## src/rtl/dcs_requant.sv

```systemverilog
// dcs_requant: ping-pong burst buffer with per-burst power-of-two requantisation.
// Define DCS_REQUANT_ROUND_EN for round-half-up; default build truncates.
module dcs_requant #(
    parameter int N_WORDS = 8,
    parameter int IN_W    = 32,
    parameter int OUT_W   = 8,
    parameter int SH_W    = 5
) (
    input  logic             clk,
    input  logic             rst,
    input  logic             in_valid,
    input  logic [IN_W-1:0]  in_data,
    output logic             out_valid,
    input  logic             out_ready,
    output logic [OUT_W-1:0] out_data,
    output logic [SH_W-1:0]  out_shift,
    output logic             out_last,
    output logic             err
);

    localparam int AW = $clog2(N_WORDS);
    localparam logic [AW-1:0] LAST = AW'(N_WORDS - 1);

    localparam logic [2:0] S_EMPTY = 3'd0;
    localparam logic [2:0] S_FILL  = 3'd1;
    localparam logic [2:0] S_CALC  = 3'd2;
    localparam logic [2:0] S_READY = 3'd3;
    localparam logic [2:0] S_DRAIN = 3'd4;

    logic [2:0]      r_st     [2];
    logic [2:0]      w_st_nxt [2];
    logic [IN_W-1:0] r_mem    [2][N_WORDS];
    logic [IN_W-1:0] r_max    [2];
    logic [SH_W-1:0] r_shift  [2];
    logic            r_wp;
    logic            r_rp;
    logic [AW-1:0]   r_cnt;
    logic [AW-1:0]   r_ridx;
    logic            r_drop;
    logic            r_err;

    logic            w_rd_act;
    logic            w_xfer;
    logic            w_rd_end;
    logic [2:0]      w_wst;
    logic            w_start;
    logic            w_fill;
    logic            w_beat;
    logic            w_wr_end;
    logic            w_ovf;
    logic            w_short;
    logic [IN_W-1:0] w_word;
    logic [SH_W-1:0] w_sh;
    logic [IN_W:0]   w_q;
    logic [OUT_W-1:0] w_sat;

    function automatic logic [SH_W-1:0] f_shift(input logic [IN_W-1:0] v);
        logic [SH_W-1:0] msb;
        msb = '0;
        for (int i = 0; i < IN_W; i++)
            if (v[i]) msb = SH_W'(i);
        if (msb >= SH_W'(OUT_W))
            return msb - SH_W'(OUT_W - 1);
        return '0;
    endfunction

    assign w_rd_act = (r_st[r_rp] == S_READY) || (r_st[r_rp] == S_DRAIN);
    assign w_xfer   = w_rd_act && out_ready;
    assign w_rd_end = w_xfer && (r_ridx == LAST);
    assign w_wst    = r_st[r_wp];
    assign w_fill   = !r_drop && (w_wst == S_FILL);
    assign w_start  = in_valid && !r_drop && (w_wst == S_EMPTY);
    assign w_beat   = in_valid && (w_start || w_fill);
    assign w_wr_end = in_valid && w_fill && (r_cnt == LAST);
    assign w_ovf    = in_valid && !r_drop && !w_start && !w_fill;
    assign w_short  = !in_valid && w_fill;

    // Write and read sides only ever touch disjoint bank states.
    always_comb begin
        w_st_nxt[0] = r_st[0];
        w_st_nxt[1] = r_st[1];
        for (int b = 0; b < 2; b++)
            if (r_st[b] == S_CALC) w_st_nxt[b] = S_READY;
        if (w_rd_act) w_st_nxt[r_rp] = w_rd_end ? S_EMPTY : S_DRAIN;
        if (w_start)  w_st_nxt[r_wp] = S_FILL;
        if (w_wr_end) w_st_nxt[r_wp] = S_CALC;
        if (w_short)  w_st_nxt[r_wp] = S_EMPTY;
    end

    always_ff @(posedge clk) begin
        if (rst) begin
            r_st[0] <= S_EMPTY;
            r_st[1] <= S_EMPTY;
        end else begin
            r_st[0] <= w_st_nxt[0];
            r_st[1] <= w_st_nxt[1];
        end
    end

    always_ff @(posedge clk) begin
        if (w_beat) r_mem[r_wp][r_cnt] <= in_data;
    end

    always_ff @(posedge clk) begin
        if (rst) begin
            r_wp    <= 1'b0;
            r_rp    <= 1'b0;
            r_cnt   <= '0;
            r_ridx  <= '0;
            r_drop  <= 1'b0;
            r_err   <= 1'b0;
            for (int b = 0; b < 2; b++) begin
                r_max[b]   <= '0;
                r_shift[b] <= '0;
            end
        end else begin
            if (w_beat) begin
                if (w_start || (in_data > r_max[r_wp]))
                    r_max[r_wp] <= in_data;
                r_cnt <= w_wr_end ? '0 : r_cnt + AW'(1);
            end
            // The pointer moves with the last beat so a back-to-back burst lands in the other bank.
            if (w_wr_end) r_wp <= ~r_wp;
            if (w_ovf) begin
                r_drop <= 1'b1;
                r_err  <= 1'b1;
                r_cnt  <= AW'(1);
            end
            if (r_drop) begin
                if (!in_valid || (r_cnt == LAST)) begin
                    r_drop <= 1'b0;
                    r_cnt  <= '0;
                end else begin
                    r_cnt <= r_cnt + AW'(1);
                end
            end
            if (w_short) begin
                r_err <= 1'b1;
                r_cnt <= '0;
            end
            if (w_xfer) begin
                r_ridx <= w_rd_end ? '0 : r_ridx + AW'(1);
                if (w_rd_end) r_rp <= ~r_rp;
            end
            for (int b = 0; b < 2; b++)
                if (r_st[b] == S_CALC) r_shift[b] <= f_shift(r_max[b]);
        end
    end

    assign w_word = r_mem[r_rp][r_ridx];
    assign w_sh   = r_shift[r_rp];

`ifdef DCS_REQUANT_ROUND_EN
    localparam logic [IN_W:0] ONE = 1;
    logic [IN_W:0] w_half;
    logic [IN_W:0] w_sum;
    assign w_half = (w_sh != '0) ? (ONE << (w_sh - SH_W'(1))) : '0;
    assign w_sum  = {1'b0, w_word} + w_half;
    assign w_q    = w_sum >> w_sh;
`else
    assign w_q = {1'b0, w_word} >> w_sh;
`endif

    assign w_sat = (|w_q[IN_W:OUT_W]) ? '1 : w_q[OUT_W-1:0];

    always_comb begin
        out_valid = w_rd_act;
        out_data  = w_rd_act ? w_sat : '0;
        out_shift = w_rd_act ? w_sh : '0;
        out_last  = w_rd_act && (r_ridx == LAST);
        err       = r_err;
    end

endmodule

```

## config.mk

```make
export PLATFORM = sky130hd
export DESIGN_NAME = dcs_requant
export DESIGN_NICKNAME = d
export VERILOG_FILES = /design/src/rtl/dcs_requant.sv
export SDC_FILE = /design/constraint.sdc
export NUM_CORES = 1
export LEC_CHECK = 0
export BUFFER_PORTS_ARGS = -buffer_cell sky130_fd_sc_hd__buf_2
export CORE_MARGIN = 5
export CORE_UTILIZATION = 65
export DETAILED_ROUTE_END_ITERATION = 10
export HOLD_SLACK_MARGIN = 0.08
export PLACE_DENSITY = 0.9
export SLEW_MARGIN = 20
export SYNTH_ARGS = -nofsm -noshare
export SYNTH_HDL_FRONTEND = slang
export SYNTH_SLANG_ARGS = --single-unit
export TNS_END_PERCENT = 100
```

## constraint.sdc

```tcl
create_clock -name clk -period 11.8 [get_ports clk]
set_input_delay 3.54 -clock clk [delete_from_list [all_inputs] [get_ports clk]]
set_output_delay 3.54 -clock clk [all_outputs]
set_load 0.01 [all_outputs]
```

==> run summary <==
Crit Path Class: register to output pin
Layout cells sized above 1: 0.2123
Worst Hold Class: register to register
Post-cts resize count: 0
CTS hold repair buffers: 0
Grt ovf: 0
Die Wd: 215.2 um
Hold Vio Cnt, Final: 0
Via count: 17340
Core footprint: 41760 um2
Setup Skew: 25.26 ps
Synthesis-stage register bit count: 604
Post-Layout Cell Count: 2315
Clk sinks: 604
H-tree depth: 2
DRT iter0 DRCs: 2768
Critical Path AT: 5810 ps
Final Util: 0.7222
Max Fanout on Critical Path: 53
All-Layer GR Usage: 0.3176
Yosys warnings: 0
CTS tree: done
Critical Path, Cell by Cell: buf_12 -> mux4_2 -> mux4_2 -> a22o_1 -> a221oi_2 -> nor4b_2 -> a31oi_1 -> a211oi_2 -> a31oi_1 -> or3_4 -> nor3_4 -> a221oi_1 -> buf_2
Total CTS buffers: 60
Pwr dens: 151.1 nW/um2
Post-CTS Setup Repair Bufs: 0
Max Cap Viol: 0
CTS clk-pin slew, worst paths: 60 ps
DR pass1 iterations: 7
Remaining antenna violation count: 0
Die area: 46310 um2
Synth cell count leaders: edfxtp_1, mux4_2, nor2_1, mux2i_1, nand2_1
Routed WL: 74.13 mm
Hold_sp: err
Routed length per placed instance: 32.02 um
Initial core utilization: 0.6554
Synthesized area: 27370 um2
Die Ht: 215.2 um
Minimum clock period: 9351 ps
Post-synth top area share: 0.6430
VDD IR max: 0.1411 mV
Outcome: complete, no violations
RSZ-0062 raised after global routing: no
Placed cell count: 2203
DP Wirelength: 42.50 mm
Placement Cell Area: 28260 um2
Slew Limit Fails: 0
Worst Max-Slew Pin Slew: 1149 ps
Most common cell in the synthesized netlist: edfxtp_1
Design Area, Final: 30160 um2
Crit path largest cell delay: 940 ps
Final setup violation count: 0
Setup TNS: 0 ps
Total Power: 4.557 mW
Pin count of the biggest net entering global routing: 84
Synth area leader: edfxtp_1
Syn Nets: 1751
Slowest-stage cell, CP: dfxtp_4
Antenna violations before repair: 2
Yosys cell types: 69
First-pass GRT wire length: 110.2 mm
Slew Limit Headroom: 0.2311
Worst setup EP type: output pin
Area grow syn2layout: 10.19%
Most used DFF post-synth: edfxtp_1
Leak: 9.472 nW
Largest cells by area after synthesis: edfxtp_1, mux4_2, mux2i_1
Max Freq: 106.9 MHz
Asr flop ratio synth: 0
Post-synth EDFFs: 586
Number of inserted diodes: 0
Register area share after synthesis: 0.6561
IO Pins: 52
Clock Latency Late Sink: 660 ps
Period utilization: 0.7925
GPL Wtd Cong: 0.9638
Syn avg cell area: 16.32 um2
Via-to-Cell Ratio: 7.490
Worst EP required: 8260 ps
PortBufs: 51
Startpoint class of the critical path: register
Number of global-route vias before repair: 17310
Mapped Cells: 1677
Root Driver: clkbuf_16
DRC viols: 0
Final net count: 1800
Row cnt: 75
Longest Clk Path Bufs: 3
-- final cells by class --
class | count | area, um2
sequential | 604 | 17970
multi-input combinational | 947 | 8985
inverter | 27 | 101.3
tap | 539 | 674.4
clock inverter | 32 | 286.5
fill | 2440 | 11600
timing repair buffer | 86 | 530.5
clock buffer | 80 | 1608
-- layer usage --
metal / global-route usage / wire length, um / up-vias
met5: 0 / 0 / -
met4: 0.1340 / 3551 / 0
met3: 0.06699 / 8932 / 288
met2: 0.5044 / 35600 / 1475
met1: 0.4367 / 26050 / 8614
li1: - / - / 6962
-- cell usage in the layout, fill, tap and decap left out, drive strengths merged, types with 29 or more instances in the layout --
master / instances
nor4b: 61
a21oi: 63
nand2: 77
mux2i: 99
a22oi: 36
edfxtp: 586
o21ai: 34
ha: 38
inv: 29
nor2: 117
mux4: 148
buf: 86
nand3: 30
clkbuf: 80
-- where the power goes --
group          internal [mW]  total [mW]  switching, mW
clock network           1.05        1.86          0.816
logic                 0.0966       0.282          0.185
registers               2.39        2.41         0.0252
total                   3.53        4.56           1.03
-- final timing paths --
check	endpoint	slack, ps	depth (start not counted)
setup / recovery	out_data[6]	2450	13
hold / removal	err	490	2
setup reg to reg	r_max[0][20]	7000	16
hold reg to reg	err	490	2
-- flip-flops by register name, summed over array words and instances, names as in the netlist, named ones only --
name     cells
err          1
r_cnt        3
r_drop       1
r_max       64
r_mem      512
r_ridx       3
r_rp         1
r_shift     10
r_st         6
r_wp         1
-- cell families (layout without fill, tap and decap cells) --
group | after synthesis | after routing | synth area share
AOI/OAI and AO/OA | 260 | 260 | 0.06460
muxes | 267 | 267 | 0.1662
DFF | 604 | 604 | 0.6561
xor gates and xnor gates | 4 | 4 | 0.001280
adders and majority gates | 38 | 38 | 0.01737
and+or+nand+nor | 378 | 378 | 0.07305
buffers and inverters | 126 | 225 | 0.02135
-- per-stage QoR --
step | worst slack [ps] | hold slack, ps
3_3_place_gp | 3349 | 454.1
5_1_grt | 2165 | 547.1
3_5_place_dp | 3229 | 468.1
4_1_cts | 2573 | 484.5
6_report | 2449 | 487.2
2_1_floorplan | 4540 | 486.6
-- worst max-delay path, delay by kind of cell, from the launching register on --
kind                   cells  cell delay [ps]
AO/OA/AOI/OAI              6             1390
buffers and inverters      2              710
flip-flops                 1              940
multiplexers               2             1120
AND/OR/NAND/NOR            3              950
Power figures use the tool's default switching activity.
